<file path="config.mk">
export PLATFORM = sky130hd
export DESIGN_NAME = regfile_write_arbiter
export DESIGN_NICKNAME = d
export VERILOG_FILES = /design/src/rtl/regfile_write_arbiter.sv
export SDC_FILE = /design/constraint.sdc
export NUM_CORES = 1
export LEC_CHECK = 0
export ABC_CLOCK_PERIOD_IN_PS = 2160
export CAP_MARGIN = 20
export CORE_AREA = 2 2 139 141
export CTS_BUF_LIST = sky130_fd_sc_hd__clkbuf_2 sky130_fd_sc_hd__clkbuf_4 sky130_fd_sc_hd__clkbuf_8
export DETAILED_ROUTE_END_ITERATION = 16
export DIE_AREA = 0 0 141 143
export GPL_TIMING_DRIVEN = 0
export PLACE_DENSITY = 0.77
export RECOVER_POWER = 100
export SLEW_MARGIN = 20
export SYNTH_ARGS = -nofsm -noshare
export SYNTH_HDL_FRONTEND = slang
export SYNTH_SLANG_ARGS = --single-unit
</file>
<file path="constraint.sdc">
create_clock -name clk -period 2.16 [get_ports clk]
set_clock_uncertainty 0.2 [all_clocks]
set_input_delay 0.432 -clock clk [delete_from_list [all_inputs] [get_ports clk]]
set_output_delay 0.432 -clock clk [all_outputs]
set_load 0.005 [all_outputs]
</file>
<file path="src/rtl/regfile_write_arbiter.sv">
// regfile_write_arbiter
//   Sequencer and arbiter for the single write port of the 32x64 register
//   file. After every reset it clears X0..X30 (one register per cycle), then
//   shares the write port between NREQ requesters using round-robin
//   arbitration with a valid/ready handshake. All wr_* outputs are registered.
//
// Ports
//   clk        in   single clock, rising edge
//   reset_n    in   synchronous active-low reset
//   req_valid  in   [NREQ]          per-requester write request
//   req_addr   in   [NREQ*ADDR_W]   packed addresses, requester i at [i*ADDR_W +: ADDR_W]
//   req_data   in   [NREQ*DATA_W]   packed data, requester i at [i*DATA_W +: DATA_W]
//   req_ready  out  [NREQ]          combinational grant, one-hot or zero
//   wr_en      out                  register-file write enable
//   wr_addr    out  [ADDR_W]        register-file write address
//   wr_data    out  [DATA_W]        register-file write data
//   grant_id   out  [2]             requester whose write is on wr_*
//   init_done  out                  high once the clear sequence has completed
module regfile_write_arbiter #(
    parameter int unsigned NREQ   = 4,
    parameter int unsigned ADDR_W = 5,
    parameter int unsigned DATA_W = 64
) (
    input  logic                     clk,
    input  logic                     reset_n,
    input  logic [NREQ-1:0]          req_valid,
    input  logic [NREQ*ADDR_W-1:0]   req_addr,
    input  logic [NREQ*DATA_W-1:0]   req_data,
    output logic [NREQ-1:0]          req_ready,
    output logic                     wr_en,
    output logic [ADDR_W-1:0]        wr_addr,
    output logic [DATA_W-1:0]        wr_data,
    output logic [1:0]               grant_id,
    output logic                     init_done
);

    typedef enum logic {
        INIT,
        ARB
    } state_t;

    // Last register cleared; X31 (XZR) is never written.
    localparam logic [ADDR_W-1:0] LAST_CLR = ADDR_W'(30);
    localparam logic [ADDR_W-1:0] XZR      = '1;

    state_t              state_q, state_d;
    logic [ADDR_W-1:0]   cnt_q, cnt_d;
    logic [1:0]          ptr_q, ptr_d;
    logic                wr_en_q, wr_en_d;
    logic [ADDR_W-1:0]   wr_addr_q, wr_addr_d;
    logic [DATA_W-1:0]   wr_data_q, wr_data_d;
    logic [1:0]          grant_id_q, grant_id_d;
    logic                init_done_q, init_done_d;

    logic                gnt_found;
    logic [1:0]          gnt_idx;
    logic [1:0]          scan_idx;
    logic [ADDR_W-1:0]   sel_addr;
    logic [DATA_W-1:0]   sel_data;

    // Round-robin scan starting at ptr_q; depends only on state, ptr and
    // req_valid so there is no combinational path from the wr_* registers.
    always_comb begin
        gnt_found = 1'b0;
        gnt_idx   = '0;
        scan_idx  = '0;
        req_ready = '0;
        if (state_q == ARB) begin
            for (int unsigned i = 0; i < NREQ; i++) begin
                scan_idx = ptr_q + 2'(i);
                if (!gnt_found && req_valid[scan_idx]) begin
                    gnt_found = 1'b1;
                    gnt_idx   = scan_idx;
                end
            end
            if (gnt_found) begin
                req_ready[gnt_idx] = 1'b1;
            end
        end
    end

    assign sel_addr = req_addr[gnt_idx*ADDR_W +: ADDR_W];
    assign sel_data = req_data[gnt_idx*DATA_W +: DATA_W];

    always_comb begin
        state_d     = state_q;
        cnt_d       = cnt_q;
        ptr_d       = ptr_q;
        wr_en_d     = 1'b0;
        wr_addr_d   = wr_addr_q;
        wr_data_d   = wr_data_q;
        grant_id_d  = grant_id_q;
        init_done_d = init_done_q;
        case (state_q)
            INIT: begin
                wr_en_d    = 1'b1;
                wr_addr_d  = cnt_q;
                wr_data_d  = '0;
                grant_id_d = '0;
                cnt_d      = cnt_q + 1'b1;
                if (cnt_q == LAST_CLR) begin
                    state_d     = ARB;
                    init_done_d = 1'b1;
                end
            end
            ARB: begin
                if (gnt_found) begin
                    // A write to XZR is accepted (ptr advances, wr_* update)
                    // but never enabled towards the register file.
                    wr_en_d    = (sel_addr != XZR);
                    wr_addr_d  = sel_addr;
                    wr_data_d  = sel_data;
                    grant_id_d = gnt_idx;
                    ptr_d      = gnt_idx + 2'd1;
                end
            end
            default: begin
                state_d = INIT;
            end
        endcase
    end

    always_ff @(posedge clk) begin
        if (!reset_n) begin
            state_q     <= INIT;
            cnt_q       <= '0;
            ptr_q       <= '0;
            wr_en_q     <= 1'b0;
            wr_addr_q   <= '0;
            wr_data_q   <= '0;
            grant_id_q  <= '0;
            init_done_q <= 1'b0;
        end else begin
            state_q     <= state_d;
            cnt_q       <= cnt_d;
            ptr_q       <= ptr_d;
            wr_en_q     <= wr_en_d;
            wr_addr_q   <= wr_addr_d;
            wr_data_q   <= wr_data_d;
            grant_id_q  <= grant_id_d;
            init_done_q <= init_done_d;
        end
    end

    assign wr_en     = wr_en_q;
    assign wr_addr   = wr_addr_q;
    assign wr_data   = wr_data_q;
    assign grant_id  = grant_id_q;
    assign init_done = init_done_q;

endmodule

</file>
Word-level counts from Yosys, hierarchy flattened

Index checks and enable logic that the tools add are counted.

Bitwise operators: 1
Shift-type cells: 2
Muxes and demuxes: 37
Eq/ne operators: 3
Multiply operators: 1
$lt $le $gt $ge: 6
$add $sub $neg: 5
Reductions and logical operators: 9

Operators by type and width:

| cell                                                                          | number |
|---|---|
| 256-bit by 9-bit indexed part select with 64-bit output                       | 1 |
| 64-bit case mux with 2 select lines                                           | 1 |
| 64-bit 2-to-1 mux                                                             | 1 |
| 20-bit by 6-bit indexed part select with 5-bit output                         | 1 |
| 1-bit 2-to-1 mux                                                              | 17 |
| 2-bit by 3-bit less-than comparator with 1-bit output (second input constant) | 5 |
| 2-bit 2-to-1 mux                                                              | 7 |
| 5-bit case mux with 2 select lines                                            | 1 |
| 1-bit binary-select mux with 2-bit select                                     | 4 |
| 4-bit 2-to-1 mux                                                              | 2 |
| 5-bit by 1-bit adder with 5-bit output (second input constant)                | 1 |
| 5-bit == test (second input constant)                                         | 1 |
| 2-bit by 3-bit multiplier with 5-bit output (second input constant)           | 1 |
| 5-bit 2-to-1 mux                                                              | 1 |
| 5-bit inequality test (second input constant)                                 | 1 |
| 2-bit by 1-bit adder with 2-bit output (second input constant)                | 2 |
| 2-bit adder (second input constant)                                           | 2 |
| 1-bit logical AND                                                             | 4 |
| 2-bit case mux with 2 select lines                                            | 1 |
| 2-bit AND reduction                                                           | 2 |
| 1-bit logical NOT                                                             | 3 |
| 1-bit demux with 2-bit select                                                 | 1 |
| 2-bit by 1-bit >= comparator with 1-bit output (second input constant)        | 1 |
| 2-bit by 1-bit inequality test with 1-bit output (second input constant)      | 1 |
| other kinds (2)                                                               | 2 |

Flip-flop bits (word level): 81
Word-level logic and storage cells: 72
Output and inout port bits: 77
Input bits: 282

Logic depth before layout (Yosys ltp)

Gate-level depths: netlist of run 1.

Word-level depth: 22
Depth in mapped cells: 9
Mapped depth without buffers: 7

Least setup slack after synthesis of run 1

OpenSTA, ideal clock, no wires.

Path kind: input port to output port
Start: input req_valid[2]
End: output req_ready[3]
Arrival: 1.783 ns
Required time: 1.528 ns
Path slack: -0.255 ns
Cell stages on the path: 7
Buffers on the path: 2
Cell sequence: nor2b_1 nor2b_1 nor3_1 buf_2 buf_1 nand2_1 nor3_1

Longest elaborated chain between the ends: 22
Elaborated cells between the ends (all ways): 34
Those cells by class: 2 x order compare; 25 x mux; 7 x reduce/logical

Ends and longest elaborated chain:

| item                                                                                                                                          | line | RTL |
|---|---|---|
| start: declaration                                                                                                                            | 26   | `input logic [NREQ-1:0] req_valid,` |
| 1-bit binary-select mux with 2-bit select                                                                                                     | 71   | `if (!gnt_found && req_valid[scan_idx]) begin` |
| 1-bit 2-to-1 mux (not written as such)                                                                                                        | 71   |  |
| 1-bit 2-to-1 mux                                                                                                                              | 71   |  |
| 1-bit 2-to-1 mux                                                                                                                              | 68   | `if (state_q == ARB) begin` |
| 1-bit logical NOT                                                                                                                             | 71   |  |
| 1-bit logical AND                                                                                                                             | 71   |  |
| 1-bit 2-to-1 mux                                                                                                                              | 71   |  |
| 1-bit 2-to-1 mux                                                                                                                              | 68   |  |
| [... 6 more ...]                                                                                                                              | n/a  |  |
| 2-bit 2-to-1 mux                                                                                                                              | 71   |  |
| 2-bit 2-to-1 mux                                                                                                                              | 68   |  |
| 2-bit by 3-bit less-than comparator with 1-bit output (not written as such) or 2-bit by 1-bit >= comparator with 1-bit output (tied branches) | 77   | `req_ready[gnt_idx] = 1'b1;` |
| 1-bit logical AND (not written as such)                                                                                                       | 77   |  |
| 1-bit 2-to-1 mux (not written as such)                                                                                                        | 77   |  |
| 1-bit demux with 2-bit select                                                                                                                 | 77   |  |
| 4-bit 2-to-1 mux (*)                                                                                                                          | 76   | `if (gnt_found) begin` |
| 4-bit 2-to-1 mux (*)                                                                                                                          | 68   |  |
| end: declaration                                                                                                                              | 29   | `output logic [NREQ-1:0] req_ready,` |

Every way passes the cells marked *; elsewhere a longest branch is shown, timed or not. The select of a mux whose other input is x is not followed.

Worst setup path after layout of run 1

Start: register ptr_q[1]
End: output req_ready[3]

Longest elaborated chain between the ends: 22
Elaborated cells between the ends (all ways): 37
Those cells by class: 3 x add/sub; 2 x order compare; 25 x mux; 7 x reduce/logical

Ends and longest elaborated chain:

| item                                                                                                                                          | line | RTL |
|---|---|---|
| start: declaration                                                                                                                            | 48   | `logic [1:0] ptr_q, ptr_d;` |
| start signal: assignment                                                                                                                      | 136  | `ptr_q <= ptr_d;` |
| 1-bit binary-select mux with 2-bit select                                                                                                     | 71   |  |
| 1-bit 2-to-1 mux (not written as such)                                                                                                        | 71   |  |
| 1-bit 2-to-1 mux                                                                                                                              | 71   |  |
| 1-bit 2-to-1 mux                                                                                                                              | 68   |  |
| 1-bit logical NOT                                                                                                                             | 71   |  |
| 1-bit logical AND                                                                                                                             | 71   |  |
| 1-bit 2-to-1 mux                                                                                                                              | 71   |  |
| 1-bit 2-to-1 mux                                                                                                                              | 68   |  |
| [... 6 more ...]                                                                                                                              | n/a  |  |
| 2-bit 2-to-1 mux                                                                                                                              | 71   |  |
| 2-bit 2-to-1 mux                                                                                                                              | 68   |  |
| 2-bit by 3-bit less-than comparator with 1-bit output (not written as such) or 2-bit by 1-bit >= comparator with 1-bit output (tied branches) | 77   |  |
| 1-bit logical AND (not written as such)                                                                                                       | 77   |  |
| 1-bit 2-to-1 mux (not written as such)                                                                                                        | 77   |  |
| 1-bit demux with 2-bit select                                                                                                                 | 77   |  |
| 4-bit 2-to-1 mux (*)                                                                                                                          | 76   |  |
| 4-bit 2-to-1 mux (*)                                                                                                                          | 68   |  |

Marked as above.

==> metrics.md, run 1 <==
| Metric | Value |
|---|---|
| I/O pins | `359` |
| Pleak | `4.44 nW` |
| Area post-placement | `0.00893 mm²` |
| Post-synthesis register bit count | `81` |
| Via Count | `~7k` |
| CTS HTree Levels | `3` |
| Initial core utilization | `0.264` |
| Critical path startpoint | `ptr_q[1]$_SDFFE_PN0P_` |
| Iter 0 DRT Violations | `404` |
| Initial antenna violation count | `0` |
| Core box area | `~0.019 mm²` |
| Hold/Removal Path Class | `reg -> reg` |
| IO buf count | `358` |
| Finished Cell Area | `0.0110 mm²` |
| Required time of the critical path | `1530 ps` |
| First-pass GRT wire length | `40.3 mm` |
| Row Count | `50` |
| Hold depth | `1` |
| Final setup viols | `75` |
| Pre-antenna DRT Iters | `5` |
| Critical Path Start Type | `flip-flop` |
| Reg-to-reg endpoint | `wr_en$_SDFF_PN0_` |
| Hold endpoint | `init_done$_SDFFE_PN0P_` |
| Warnings from Yosys | `0` |
| Reg2Reg Setup Slack | `-350 ps` |
| Worst path arrival time | `1930 ps` |
| Netlist cell types | `37` |
| Slew @ Worst Pin | `589 ps` |
| Diode count | `0` |
| Syn Inst Count | `643` |
| Root Buffer | `clkbuf_8` |
| Period utilization | `1.18` |
| Die Span X | `141 µm` |
| Fin. max-slew vios | `0` |
| Largest net degree at the start of global routing | `14` |
| Post-DR vias/cell | `5.33` |
| Syn Area/Cell | `7.63 µm²` |
| RSZ-0062 raised after global routing | `true` |
| Violated checks | `negative setup slack` |
| Worst Slack Setup Final | `-399 ps` |
| Synthesis-to-layout area growth | `125%` |
| Synth Cell Area | `0.00490 mm²` |
| Remaining Overflow, GRT | `0` |
| WL per Instance | `21.3 µm` |
| Slew headroom | `0.604` |
| Number of global-route vias before repair | `about 7k` |
| Critical path endpoint category | `output port` |
| Clk slew on worst S/H paths | `90 ps` |
| Clk buf depth | `2` |
| Hold path startpoint | `init_done$_SDFFE_PN0P_` |
| Status | `finished, violations left` |
| Skew-Pair Late Insertion Delay | `370 ps` |
| Total power | `between 3 and 4 mW` |
| Routed WL | `28.0 mm` |
| Async SR Flop Fraction | `0` |
| Crit Path Max Fanout | `3` |
| Sink Count | `81` |
| GRT Util Overall | `0.262` |
| Reg2reg start | `ptr_q[1]$_SDFFE_PN0P_` |
| Fin crit period | `2560 ps` |
| Sequential share of the synthesized area | `0.331` |
| Layout cells sized above 1 | `0.252` |
| Fmax | `391 MHz` |
| Detailed Place HPWL | `18.9 mm` |
| R2R depth | `10` |
| Worst IR Drop VDD | `0.223 mV` |
| TritonCTS clock tree | `yes` |
| Power per cell area | `358 mW/mm²` |
| CTS Buf Count | `9` |
| Syn nets | `927` |
| Nets | `1362` |
| Die area | `slightly above 0.02 mm²` |
| Max_cap viols | `0` |
| Number of synthesized flops with an enable pin | `0` |
| Hold Fails Final Rpt | `0` |
| Synth Flop Type | `dfxtp_1` |
| Placer Congestion | `roughly 0.9` |
| Layout Utilization | `0.594` |
| Post-DRT Antenna Nets | `0` |
| Die Span Y | `between 100 and 150 µm` |
| Kind of critical path | `reg -> out` |
| Number of remaining DRC errors | `0` |
==> what timing repair did <==
action                                  4_1_cts  5_1_grt
hold buffers                                  0        0
gates resized for setup                     294       44
endpoints found under the hold margin         0        0
setup buffers                                47       16
pin swaps                                   106       52
endpoints found under the setup margin       78       74
gates cloned                                 11        3
==> flip-flops by register name (all words and copies together), names as in the netlist <==
name / count
cnt_q: 5
grant_id: 2
init_done: 1
ptr_q: 2
state_q: 1
wr_addr: 5
wr_data: 64
wr_en: 1
==> how the worst max path moves through the flow <==
stage                                          to  slack [ps]  cells after the start
after floorplan           wr_data[7]$_SDFFE_PN0P_        -130                      8
after global placement    wr_data[2]$_SDFFE_PN0P_       -1660                      9
after detailed placement  wr_data[2]$_SDFFE_PN0P_       -1640                      9
after CTS                            req_ready[3]        -360                      8
after global routing                 req_ready[3]        -470                      8
final                                req_ready[3]        -400                      8
==> critical path: stages, from the launching register on <==
cell and delay (ps):
dfxtp_4 400, mux2i_2 220, nor2_2 70, nor3_2 210
buf_4 170, buf_8 110, nand2_4 80, nor3_4 140
buf_2 140
==> cell usage after synthesis, types with 5 or more instances <==
| library cell | n | area share |
|---|---|---|
| nor2_1 | 8 | 0.0061 |
| buf_2 | 16 | 0.016 |
| nor3_1 | 10 | 0.010 |
| nor2b_1 | 67 | 0.085 |
| buf_1 | 9 | 0.0069 |
| a22o_1 | 64 | 0.11 |
| dfxtp_1 | 81 | 0.33 |
| a21oi_1 | 8 | 0.0082 |
| a211oi_1 | 66 | 0.10 |
| o21ai_0 | 11 | 0.011 |
| nand2_1 | 145 | 0.11 |
| clkbuf_1 | 37 | 0.028 |
| a31oi_1 | 70 | 0.089 |
| and2_1 | 5 | 0.0064 |
==> layout by cell type (no fill, tap or decap), types with 15 or more instances in the layout <==
cell type,n
nand2_2,26
buf_6,15
dlygate4sd3_1,74
a22o_1,64
dfxtp_1,78
buf_8,16
a31oi_1,70
buf_12,16
a211oi_2,53
buf_4,39
nor2b_1,56
clkdlybuf4s50_1,276
nand2_1,117
clkbuf_8,15
==> where the power goes <==
part	total, mW	leakage, nW	internal (mW)	switching (mW)
sequential	1.51	0.656	1.50	0.00815
clock	1.32	0.114	0.712	0.609
combinational	1.12	3.67	0.732	0.390
==> through the flow <==
step	hold WS, ps	worst slack [ps]	setup TNS [ps]	cells
finish	265	-399	-18330	1317
global route	290	-471	-24370	1317
CTS	275	-364	-12790	1304
detailed placement	254	-1640	-100620	1235
global placement	249	-1660	-100130	1235
floorplan	264	-126	-6950	643
==> metal layers <==
metal / global-route usage / share of wire
met5: 0 / 0
met4: 0.125 / 0.041
met3: 0.0533 / 0.071
met2: 0.455 / 0.49
met1: 0.311 / 0.40
==> logic make-up after synthesis <==
family | count (synthesis) | synth area share
flip-flops | 81 | 0.331
multiplexers | 3 | 0.00612
AO/OA/AOI/OAI | 231 | 0.345
buffers and inverters | 68 | 0.0577
XOR/XNOR | 5 | 0.00893
adder cells (fa/ha/maj) | 2 | 0.00510
AND/OR/NAND/NOR | 253 | 0.246
==> cell type report <==
| class | instances | area [µm²] |
|---|---|---|
| Fill cell | 1589 | 7540 |
| Timing Repair Buffer | 433 | 4540 |
| Multi-Input combinational cell | 494 | 3660 |
| Sequential cell | 81 | 1630 |
| Buffer | 55 | 671 |
| Tap cell | 234 | 293 |
| Clock buffer | 12 | 153 |
| Clock inverter | 4 | 76.3 |
| Inverter | 4 | 15.0 |
No activity file was read; power rests on OpenSTA's default activity.
==> run 2: changes to the inputs <==
--- a/config.mk
+++ b/config.mk
@@ -5,7 +5,6 @@
 export SDC_FILE = /design/constraint.sdc
 export NUM_CORES = 1
 export LEC_CHECK = 0
-export ABC_CLOCK_PERIOD_IN_PS = 2160
 export CAP_MARGIN = 20
 export CORE_AREA = 2 2 139 141
 export CTS_BUF_LIST = sky130_fd_sc_hd__clkbuf_2 sky130_fd_sc_hd__clkbuf_4 sky130_fd_sc_hd__clkbuf_8
==> results of run 2 <==
No change in the layout: final DEF, timing and power equal those of run 1.
